File: src/rtl/uart_tx_arbiter.sv
// Round-robin arbiter letting NUM_REQ byte streams share one UART TX port, granted per packet.
// Data path is combinational from the owner; GAP_CYCLES idle clocks follow each packet; stalls abort after TIMEOUT_CYCLES.
module uart_tx_arbiter #(
   parameter int NUM_REQ        = 4,
   parameter int GAP_CYCLES     = 16,
   parameter int TIMEOUT_CYCLES = 1000
) (
   input  logic                 clk_100MHz,
   input  logic                 reset_n,
   input  logic [NUM_REQ-1:0]   src_valid,
   input  logic [8*NUM_REQ-1:0] src_data,
   input  logic [NUM_REQ-1:0]   src_last,
   output logic [NUM_REQ-1:0]   src_ready,
   output logic [7:0]           tx_data,
   output logic                 tx_valid,
   input  logic                 tx_ready,
   output logic [NUM_REQ-1:0]   grant,
   output logic                 busy,
   output logic                 timeout_err
);
   localparam int IW = (NUM_REQ > 1) ? $clog2(NUM_REQ) : 1;
   localparam int SW = $clog2(TIMEOUT_CYCLES + 1);
   localparam int GW = (GAP_CYCLES > 1) ? $clog2(GAP_CYCLES) : 1;
   localparam logic [IW-1:0] LAST_IDX  = IW'(NUM_REQ - 1);
   localparam logic [SW-1:0] STALL_MAX = SW'(TIMEOUT_CYCLES - 1);
   localparam logic [GW-1:0] GAP_MAX   = GW'((GAP_CYCLES > 0) ? GAP_CYCLES - 1 : 0);

   typedef enum logic [1:0] {S_IDLE, S_XFER, S_GAP} state_t;

   state_t             r_state;
   state_t             w_state_nxt;
   logic [IW-1:0]      r_gidx;
   logic [IW-1:0]      r_ptr;
   logic [IW-1:0]      w_win_idx;
   logic               w_win_vld;
   logic [NUM_REQ-1:0] r_grant;
   logic [SW-1:0]      r_stall;
   logic [GW-1:0]      r_gap;
   logic               r_timeout_err;
   logic               w_in_xfer;
   logic               w_g_valid;
   logic               w_g_last;
   logic [7:0]         w_g_data;
   logic               w_beat;
   logic               w_timeout;
   logic               w_done;

   assign w_in_xfer = (r_state == S_XFER);
   assign w_g_valid = src_valid[r_gidx];
   assign w_g_last  = src_last[r_gidx];
   assign w_g_data  = src_data[{r_gidx, 3'b000} +: 8];
   assign w_beat    = w_in_xfer & w_g_valid & tx_ready;
   // Abort on the clock that would take the stall count to TIMEOUT_CYCLES.
   assign w_timeout = w_in_xfer & ~w_g_valid & (r_stall == STALL_MAX);
   assign w_done    = (w_beat & w_g_last) | w_timeout;

   assign grant       = r_grant;
   assign busy        = (r_state != S_IDLE);
   assign timeout_err = r_timeout_err;

   // First valid requester at or after r_ptr, wrapping.
   always_comb begin : arb
      int j;
      w_win_vld = 1'b0;
      w_win_idx = r_ptr;
      for (int k = 0; k < NUM_REQ; k++) begin
         j = int'(r_ptr) + k;
         if (j >= NUM_REQ) j = j - NUM_REQ;
         if (!w_win_vld && src_valid[j]) begin
            w_win_vld = 1'b1;
            w_win_idx = IW'(j);
         end
      end
   end

   always_ff @(posedge clk_100MHz or negedge reset_n) begin
      if (!reset_n) r_state <= S_IDLE;
      else          r_state <= w_state_nxt;
   end

   always_comb begin
      w_state_nxt = r_state;
      src_ready   = '0;
      tx_valid    = 1'b0;
      tx_data     = '0;
      case (r_state)
         S_IDLE:  if (w_win_vld) w_state_nxt = S_XFER;
         S_XFER: begin
            tx_valid          = w_g_valid;
            tx_data           = w_g_data;
            src_ready[r_gidx] = tx_ready;
            if (w_done) w_state_nxt = (GAP_CYCLES == 0) ? S_IDLE : S_GAP;
         end
         S_GAP:   if (r_gap == GAP_MAX) w_state_nxt = S_IDLE;
         default: w_state_nxt = S_IDLE;
      endcase
   end

   always_ff @(posedge clk_100MHz or negedge reset_n) begin
      if (!reset_n) begin
         r_grant       <= '0;
         r_gidx        <= '0;
         r_ptr         <= '0;
         r_stall       <= '0;
         r_gap         <= '0;
         r_timeout_err <= 1'b0;
      end else begin
         r_timeout_err <= w_timeout;
         case (r_state)
            S_IDLE: begin
               // Pointer moves at grant time, so an aborted owner is skipped next round too.
               if (w_win_vld) begin
                  r_grant <= NUM_REQ'(1) << w_win_idx;
                  r_gidx  <= w_win_idx;
                  r_ptr   <= (w_win_idx == LAST_IDX) ? '0 : w_win_idx + 1'b1;
                  r_stall <= '0;
               end
            end
            S_XFER: begin
               if (w_g_valid) r_stall <= '0;
               else           r_stall <= r_stall + 1'b1;
               if (w_done) begin
                  r_grant <= '0;
                  r_gap   <= '0;
               end
            end
            S_GAP:   r_gap <= r_gap + 1'b1;
            default: r_gap <= '0;
         endcase
      end
   end
endmodule

File: config.mk
export PLATFORM = sky130hd
export DESIGN_NAME = uart_tx_arbiter
export DESIGN_NICKNAME = d
export VERILOG_FILES = /design/src/rtl/uart_tx_arbiter.sv
export SDC_FILE = /design/constraint.sdc
export NUM_CORES = 1
export LEC_CHECK = 0
export BUFFER_PORTS_ARGS = -buffer_cell sky130_fd_sc_hd__buf_2
export CAP_MARGIN = 15
export CORE_MARGIN = 5
export CORE_UTILIZATION = 45
export CTS_CLUSTER_SIZE = 14
export DETAILED_ROUTE_END_ITERATION = 8
export PLACE_DENSITY_LB_ADDON = 0.2
export REMOVE_ABC_BUFFERS = 1
export SLEW_MARGIN = 20
export SYNTH_ARGS = -nofsm -noshare
export SYNTH_HDL_FRONTEND = slang
export SYNTH_SLANG_ARGS = --single-unit
File: constraint.sdc
create_clock -name clk_100MHz -period 1.7 [get_ports clk_100MHz]
set_input_delay 0.17 -clock clk_100MHz [delete_from_list [all_inputs] [get_ports clk_100MHz]]
set_output_delay 0.17 -clock clk_100MHz [all_outputs]
set_load 0.02 [all_outputs]
### Word level (Yosys, flattened, before mapping)

Cells that the tools add are included.

* bits in registers: 25
* input port bits: 43

* add/sub/neg operators: 10
* $lt $le $gt $ge: 10
* equal/unequal tests: 8
* shift operators: 2
* mux-type cells: 45
* bitwise logic cells: 9
* reductions and logical operators: 15

Operators by type and width (number)
* less-than comparator 32 x 4 -> 1 bit (second input constant): 4
* two-way mux 32 bit: 4
* indexed part select 32 x 6 -> 8 bit: 1
* two-way mux 10 bit: 2
* case mux 10 bit (2 select lines): 1
* two-way mux 1 bit: 16
* two-way mux 2 bit: 8
* binary-select mux 1 bit (select 2 bit): 6
* two-way mux 4 bit: 3
* case mux 4 bit (3 select lines): 1
* subtractor 3 x 3 -> 4 bit (second input constant): 3
* adder 10 x 1 -> 10 bit (second input constant): 1
* == test 10 bit (second input constant): 1
* greater-or-equal comparator 3 bit (second input constant): 3
* two-way mux 8 bit: 1
* case mux 4 bit (2 select lines): 1
* adder 2 x 2 -> 3 bit (second input constant): 2
* case mux 2 bit (3 select lines): 1
* AND reduction 2 bit: 3
* AND reduction 3 bit: 2
* AND 1 bit: 5
* adder 4 x 1 -> 4 bit (second input constant): 1
* AND 4 bit: 1
* == test 2 bit (second input constant): 2
* 18 further kinds: 26

### Longest topological paths before layout

Gate-level depths: netlist of run 1.

* word-level depth: 18
* mapped depth: 7
* gate-level depth less buffers: 7

### Worst setup path after synthesis of run 1

Ideal clock, no wire load.

* path type: register to output
* start: reg r_gidx[0]
* end: out tx_data[2]
* data arrival time: 1.638 ns
* required time: 1.530 ns
* path slack: -0.108 ns
* cell stages (with the launch flop): 5
* cells stage by stage: dfrtp_1 > buf_2 > clkbuf_1 > mux4_2 > and2_1

* word-level cells in the longest chain between the ends: 2

Ends and longest elaborated chain
* start, declared: RTL line 32 `logic [IW-1:0] r_gidx;`
* start signal, assigned: RTL line 114 `r_gidx <= w_win_idx;`
* indexed part select 32 x 6 -> 8 bit: RTL line 51 `assign w_g_data = src_data[{r_gidx, 3'b000} +: 8];`
* two-way mux 8 bit: RTL line 86 `case (r_state)`
* end, declared: RTL line 14 `output logic [7:0] tx_data,`

Every way passes these cells.

### Final worst setup path of run 1

* start: reg r_gidx[0]
* end: out tx_data[1]

The elaborated chain is that of the path after synthesis.

==> results by group, run 1 <==
Routing
  – DRC errors left: 0
  – Via density: 5.37
  – Antenna viol nets, final: 0
  – First drt pass iteration count: 4
  – Final Routed Wirelength: 4370 microns
  – WL/cell: 14.9 microns
  – Via count: 1572
  – 1st-iter DRT viols: 72

STA
  – Min Tclk post-route: 1790 ps
  – Worst-margin pin slew: 539 ps
  – Worst Slack Setup Final: -87.8 ps
  – Fmax: 559 MHz
  – Total negative slack: -879 ps
  – Hold WS: 410 ps
  – Final hold vios: 0
  – Fin Clk Skew: 4.47 ps
  – RSZ-0062 raised after global routing: yes
  – Final setup vio count: 15
  – Fin crit share: 1.05
  – Pins Over Slew Limit: 0
  – Slew headroom: 0.641

CTS
  – Root Driver: clkbuf_8
  – CTS buffer count: 3
  – CTS tree: yes
  – Htree depth: 1
  – CTS Sinks: 25
  – Skew-Pair Late Insertion Delay: 260 ps
  – Clock Path Buffers: 2
  – Clock transition at the registers of the reported paths: 90 ps

Final layout
  – Nets: 295
  – Layout fillers: 284
  – Final core occ: 0.669
  – Layout area overhead: 43.7%
  – Ant. Diodes: 0
  – Layout cells sized above 1: 0.502

Run status
  – Status: complete, but fails checks
  – Failing checks: setup timing

Synthesis
  – Ys async rst share: 1.00
  – Ys flop type: dfrtp_1
  – Yosys top cell area share: 0.367
  – Mapped cell area: 1700 sq um
  – Top post-synthesis cells by area: dfrtp_1, mux4_2, mux2i_1
  – Seq cells post-synth: 25
  – Post-Synthesis Cells: 167
  – Number of distinct library cells after synthesis: 41
  – Post-synth EDFFs: 0
  – Avg Cell Area, Syn: 10.2 sq um
  – Largest area contributor in the netlist: dfrtp_1
  – Register area share after synthesis: 0.367
  – Number of synthesis warnings: 0

Floorplan
  – # IOs: 62
  – Width of the die: 71.5 microns
  – Row count: 22
  – Initial core utilization: 0.465
  – Area of the core: 3660 sq um
  – Overall die area: 5120 sq um
  – Die Y: 71.5 microns

GRT
  – Gr usage total: 0.175
  – First-pass GRT wire length: 7340 microns
  – Largest net degree at the start of global routing: 26
  – GR Overflow Total: 0
  – Antenna violations before repair: 0
  – Vias in the first global route: 1658

Place
  – Post-place setup slack: -1.29 ps
  – Final HPWL DP: 3280 microns
  – Number of port buffers: 61
  – Routability cong.: 0.841

Flow run
  – Max Cap Viol: 0

Pwr
  – VDD IR max: 0.691 mV
  – Pwr Density: 1600 nW/um^2
  – Leakage: 1.19 nW
  – Overall Power: 3.92 mW

Min path
  – Min-Delay Path Class: input port to async pin

Worst setup path
  – Slowest CP cell: mux4_2
  – Worst EP required: 1530 ps
  – Type of the worst setup path: register to output pin
  – Crit path max fanout: 5
  – Critical Path End Type: output pin
  – CP arrival: 1620 ps
  – Worst stage delay on the critical path: 490 ps
  – CP Cell Sequence: clkbuf_16, mux4_2, and2_4, buf_6
  – Crit path launch type: register
## critical path: cells and delay by family (launching register included)
kind	cells	cell delay (ps)
flip-flops	1	420
AND/OR/NAND/NOR	1	150
multiplexers	1	490
buffers and inverters	2	280
## where the power goes
part	switching [mW]	internal, mW	total (mW)
Combinational	1.21	1.48	2.68
Clock	0.180	0.163	0.344
Sequential	0.142	0.748	0.890
Total	1.53	2.39	3.92
## what timing repair did
| action | CTS | global route |
|---|---|---|
| pin swaps | 2 | 15 |
| hold buffers | 1 | 0 |
| setup buffers | 4 | 0 |
| hold endpoints to repair | 25 | 0 |
| gates resized for setup | 10 | 41 |
| cloned | 0 | 1 |
| endpoints found under the setup margin | 12 | 29 |
## metal layers
layer | vias up | track usage | routed length, microns
met3 | 6 | 0.0449 | 388
met1 | 740 | 0.224 | 1900
met2 | 60 | 0.296 | 2040
li1 | 766 | - | -
met5 | - | 0 | 0
met4 | 0 | 0.0376 | 40
## cells in the final DEF (no fill, tap or decap), types with 3 or more instances in the layout
master | Yosys | routed
mux2i_1 | 9 | 9
nor2b_1 | 4 | 4
and2_1 | 12 | 3
a21oi_1 | 6 | 6
and2_4 | 0 | 9
clkbuf_8 | 0 | 3
nand2_1 | 14 | 13
nor3_1 | 5 | 5
nor3b_2 | 0 | 3
and3_1 | 3 | 3
ha_1 | 6 | 6
buf_2 | 1 | 49
nor2_1 | 10 | 9
dfrtp_1 | 25 | 23
a22o_1 | 3 | 3
buf_4 | 0 | 17
o21ai_0 | 8 | 7
a21o_1 | 4 | 4
mux4_2 | 9 | 9
inv_1 | 6 | 6
nand4_1 | 4 | 4
buf_6 | 0 | 11
## final cells by class
type	count	area (sq um)	area share
Clock inverter	1	5.00	0.00204
Timing Repair Buffer	81	567	0.231
Multi-Input combinational cell	129	1120	0.459
Tap cell	48	60.1	0.0245
Sequential cell	25	628	0.257
Clock buffer	3	41.3	0.0169
Inverter	6	22.5	0.00920
## stage by stage
| stage | instances | instance area (sq um) |
|---|---|---|
| 6_report | 293 | 2450 |
| 3_3_place_gp | 284 | 2170 |
| 5_1_grt | 293 | 2450 |
| 4_1_cts | 292 | 2290 |
| 3_5_place_dp | 284 | 2170 |
| 2_1_floorplan | 160 | 1680 |
## cells in the mapped netlist (4+ instances only)
library cell / number
nor2_1: 10
clkbuf_1: 6
nand2_1: 14
a21oi_1: 6
nor2b_1: 4
mux2i_1: 9
o21ai_0: 8
dfrtp_1: 25
inv_1: 6
and2_1: 12
nand4_1: 4
ha_1: 6
mux4_2: 9
nor3_1: 5
a21o_1: 4
## worst paths after layout
path	slack [ps]	depth (start not counted)	to	from
worst max-delay path	-90	4	tx_data[1]	r_gidx[0]
worst min-delay path	410	2	grant[1]	reset_n
worst max register to register	-80	4	r_stall[7]	r_gidx[0]
worst min register to register	510	1	r_stall[2]	r_stall[2]
max in group asynchronous	900	2	r_gidx[0]	reset_n
min in group clk_100MHz	440	3	r_ptr[0]	src_valid[1]
## logic make-up after synthesis
group | count (synthesis) | synth area share
DFF | 25 | 0.367
muxes | 20 | 0.185
and+or+nand+nor | 68 | 0.221
buffers and inverters | 13 | 0.0294
xor gates and xnor gates | 3 | 0.0154
adders and majority gates | 6 | 0.0441
AOI/OAI and AO/OA | 32 | 0.138
## state kept, by name, summed over array words and instances, names as in the netlist
signal,cells
r_gap,4
r_state,2
r_ptr,2
r_stall,10
timeout_err,1
grant,4
r_gidx,2
Power figures use the tool's default switching activity.
==> run 2: changes to the inputs <==
--- a/config.mk
+++ b/config.mk
@@ -13,6 +13,7 @@
 export DETAILED_ROUTE_END_ITERATION = 8
 export PLACE_DENSITY_LB_ADDON = 0.2
 export REMOVE_ABC_BUFFERS = 1
+export SKIP_LAST_GASP = 1
 export SLEW_MARGIN = 20
 export SYNTH_ARGS = -nofsm -noshare
 export SYNTH_HDL_FRONTEND = slang
==> results by group, run 2 (same netlist as run 1, synthesis figures left out) <==
Run status
  – Status: complete, but fails checks (unchanged)
  – Failing checks: setup timing (unchanged)

Final layout
  – Nets: 296 (was 295)
  – Top reg by flops: r_stall (unchanged)
  – Layout area overhead: 42.6% (was 43.7%)
  – Final Non-Filler Cells: 294 (was 293)
  – Largest register FFs: 10 (unchanged)
  – Layout cells sized above 1: 0.504 (was 0.502)
  – Leading cell types in the layout, fill and taps excluded: buf_2, dfrtp_1, buf_4 (unchanged)
  – Commonest non-fill, non-tap cell in the layout: buf_2 (unchanged)
  – Ant. Diodes: 0 (unchanged)

CTS
  – CTS tree: yes (unchanged)
  – CTS Sinks: 25 (unchanged)
  – Root Driver: clkbuf_8 (unchanged)
  – Clock transition at the registers of the reported paths: 90 ps (about the same)
  – Clock Path Buffers: 2 (unchanged)
  – CTS buffer count: 3 (unchanged)
  – Htree depth: 1 (unchanged)
  – Skew-Pair Late Insertion Delay: 260 ps (about the same)

Worst setup path
  – CP arrival: 1620 ps (about the same)
  – Worst EP required: 1530 ps (about the same)
  – Reg2reg setup slack: -80 ps (about the same)
  – Crit path launch type: register (unchanged)
  – Worst r2r dst: r_stall[7] (unchanged)
  – Type of the worst setup path: register to output pin (unchanged)
  – Worst reg2reg path depth: 4 (unchanged)
  – Slowest CP cell: mux4_2 (unchanged)
  – Crit path max fanout: 5 (unchanged)
  – CP Cell Sequence: buf_8, mux4_2, and2_4, buf_4 (was clkbuf_16, mux4_2, and2_4, buf_6)
  – Critical Path End Type: output pin (unchanged)
  – Worst stage delay on the critical path: 490 ps (about the same)
  – R2R Path Start: r_gidx[0] (unchanged)

Routing
  – Via density: 5.35 (was 5.37)
  – DRC errors left: 0 (unchanged)
  – Final Routed Wirelength: 4350 microns (was 4370 microns)
  – 1st-iter DRT viols: 73 (was 72)
  – WL/cell: 14.8 microns (was 14.9 microns)
  – First drt pass iteration count: 4 (unchanged)
  – Via count: 1574 (was 1572)
  – Antenna viol nets, final: 0 (unchanged)

Floorplan
  – Die Y: 71.5 microns (unchanged)
  – Initial core utilization: 0.465 (unchanged)
  – # IOs: 62 (unchanged)
  – Overall die area: 5120 sq um (unchanged)
  – Width of the die: 71.5 microns (unchanged)
  – Area of the core: 3660 sq um (unchanged)
  – Row count: 22 (unchanged)

Place
  – Routability cong.: 0.841 (unchanged)
  – Final HPWL DP: 3280 microns (unchanged)
  – # placed instances: 284 (unchanged)
  – Number of port buffers: 61 (unchanged)

STA
  – Fmax: 557 MHz (was 559 MHz)
  – Slew headroom: 0.642 (was 0.641)
  – Final setup vio count: 15 (unchanged)
  – RSZ-0062 raised after global routing: yes (unchanged)
  – Final hold vios: 0 (unchanged)
  – Fin crit share: 1.06 (was 1.05)
  – Total negative slack: -970 ps (was -879 ps)
  – Worst-margin pin slew: 537 ps (was 539 ps)
  – Worst Slack Setup Final: -94.4 ps (was -87.8 ps)
  – Min Tclk post-route: 1790 ps (about the same)
  – Pins Over Slew Limit: 0 (unchanged)
  – Fin Clk Skew: 3.97 ps (was 4.47 ps)

GRT
  – Antenna violations before repair: 0 (unchanged)
  – Vias in the first global route: 1630 (was 1658)
  – Gr usage total: 0.173 (was 0.175)
  – First-pass GRT wire length: 7270 microns (was 7340 microns)
  – Largest net degree at the start of global routing: 26 (unchanged)
  – GR Overflow Total: 0 (unchanged)

Min path
  – Min-Delay Path Class: input port to async pin (unchanged)

Flow run
  – Max Cap Viol: 0 (unchanged)

Pwr
  – Leakage: 1.19 nW (about the same)
  – Pwr Density: 1600 nW/um^2 (about the same)
  – VDD IR max: 0.669 mV (was 0.691 mV)
[run 2: repair_timing]
action / CTS / global route
gates resized for setup: 7 / 37
endpoints found under the setup margin: 12 / 29
gates cloned: 0 / 1
buffers inserted: 4 / 1
pin swaps: 0 / 13
hold buffers: 1 / 0
endpoints found under the hold margin: 25 / 0
[run 2: layout make-up]
type,instances,area (sq um)
clock buffer,3,41.3
multi-input combinational,129,1110
timing repair buffer,82,561
inverter,6,22.5
fill,288,1230
sequential,25,628
tap,48,60.1
clock inverter,1,5.00
[run 2: per-stage QoR]
step / cell area [sq um] / utilization / setup WS [ps] / power (mW) / hold slack, ps
floorplan: 1680 / - / -355 / 2.24 / -126
global placement: 2170 / 0.592 / 44.2 / 2.96 / 194
detailed placement: 2170 / 0.592 / -1.29 / 2.98 / 194
CTS: 2280 / 0.622 / -154 / 3.48 / 417
global route: 2430 / 0.664 / -149 / 4.18 / 478
finish: 2430 / 0.664 / -94.4 / 3.88 / 409
[run 2: worst max-delay path by stage]
stage                     cells past startpoint      start         end
final                                         4  r_gidx[0]  tx_data[7]
after detailed placement                      5  r_gidx[0]  r_state[1]
after global placement                        5  r_gidx[0]  r_state[1]
after CTS                                     4  r_gidx[0]  tx_data[7]
after global routing                          4  r_gidx[0]  tx_data[4]
after floorplan                               4  r_gidx[0]  r_stall[7]
[run 2: critical path, delay by kind of cell (launching register included)]
kind	cells	cell delay, ps
buf+inv	2	290
simple gates	1	150
flops	1	430
mux	1	490
[run 2: routing by layer]
metal,global-route usage,wire length (microns),part of all wire,vias up
li1,-,-,-,769
met1,0.228,1830,0.42,729
met2,0.286,2000,0.46,66
met3,0.0449,455,0.10,10
met4,0.0376,65,0.015,0
met5,0,0,0,-
[run 2: power by group]
group	internal, mW	total [mW]	switching [mW]
clock network	0.164	0.344	0.181
registers	0.748	0.889	0.142
logic	1.45	2.65	1.20
total	2.36	3.88	1.52
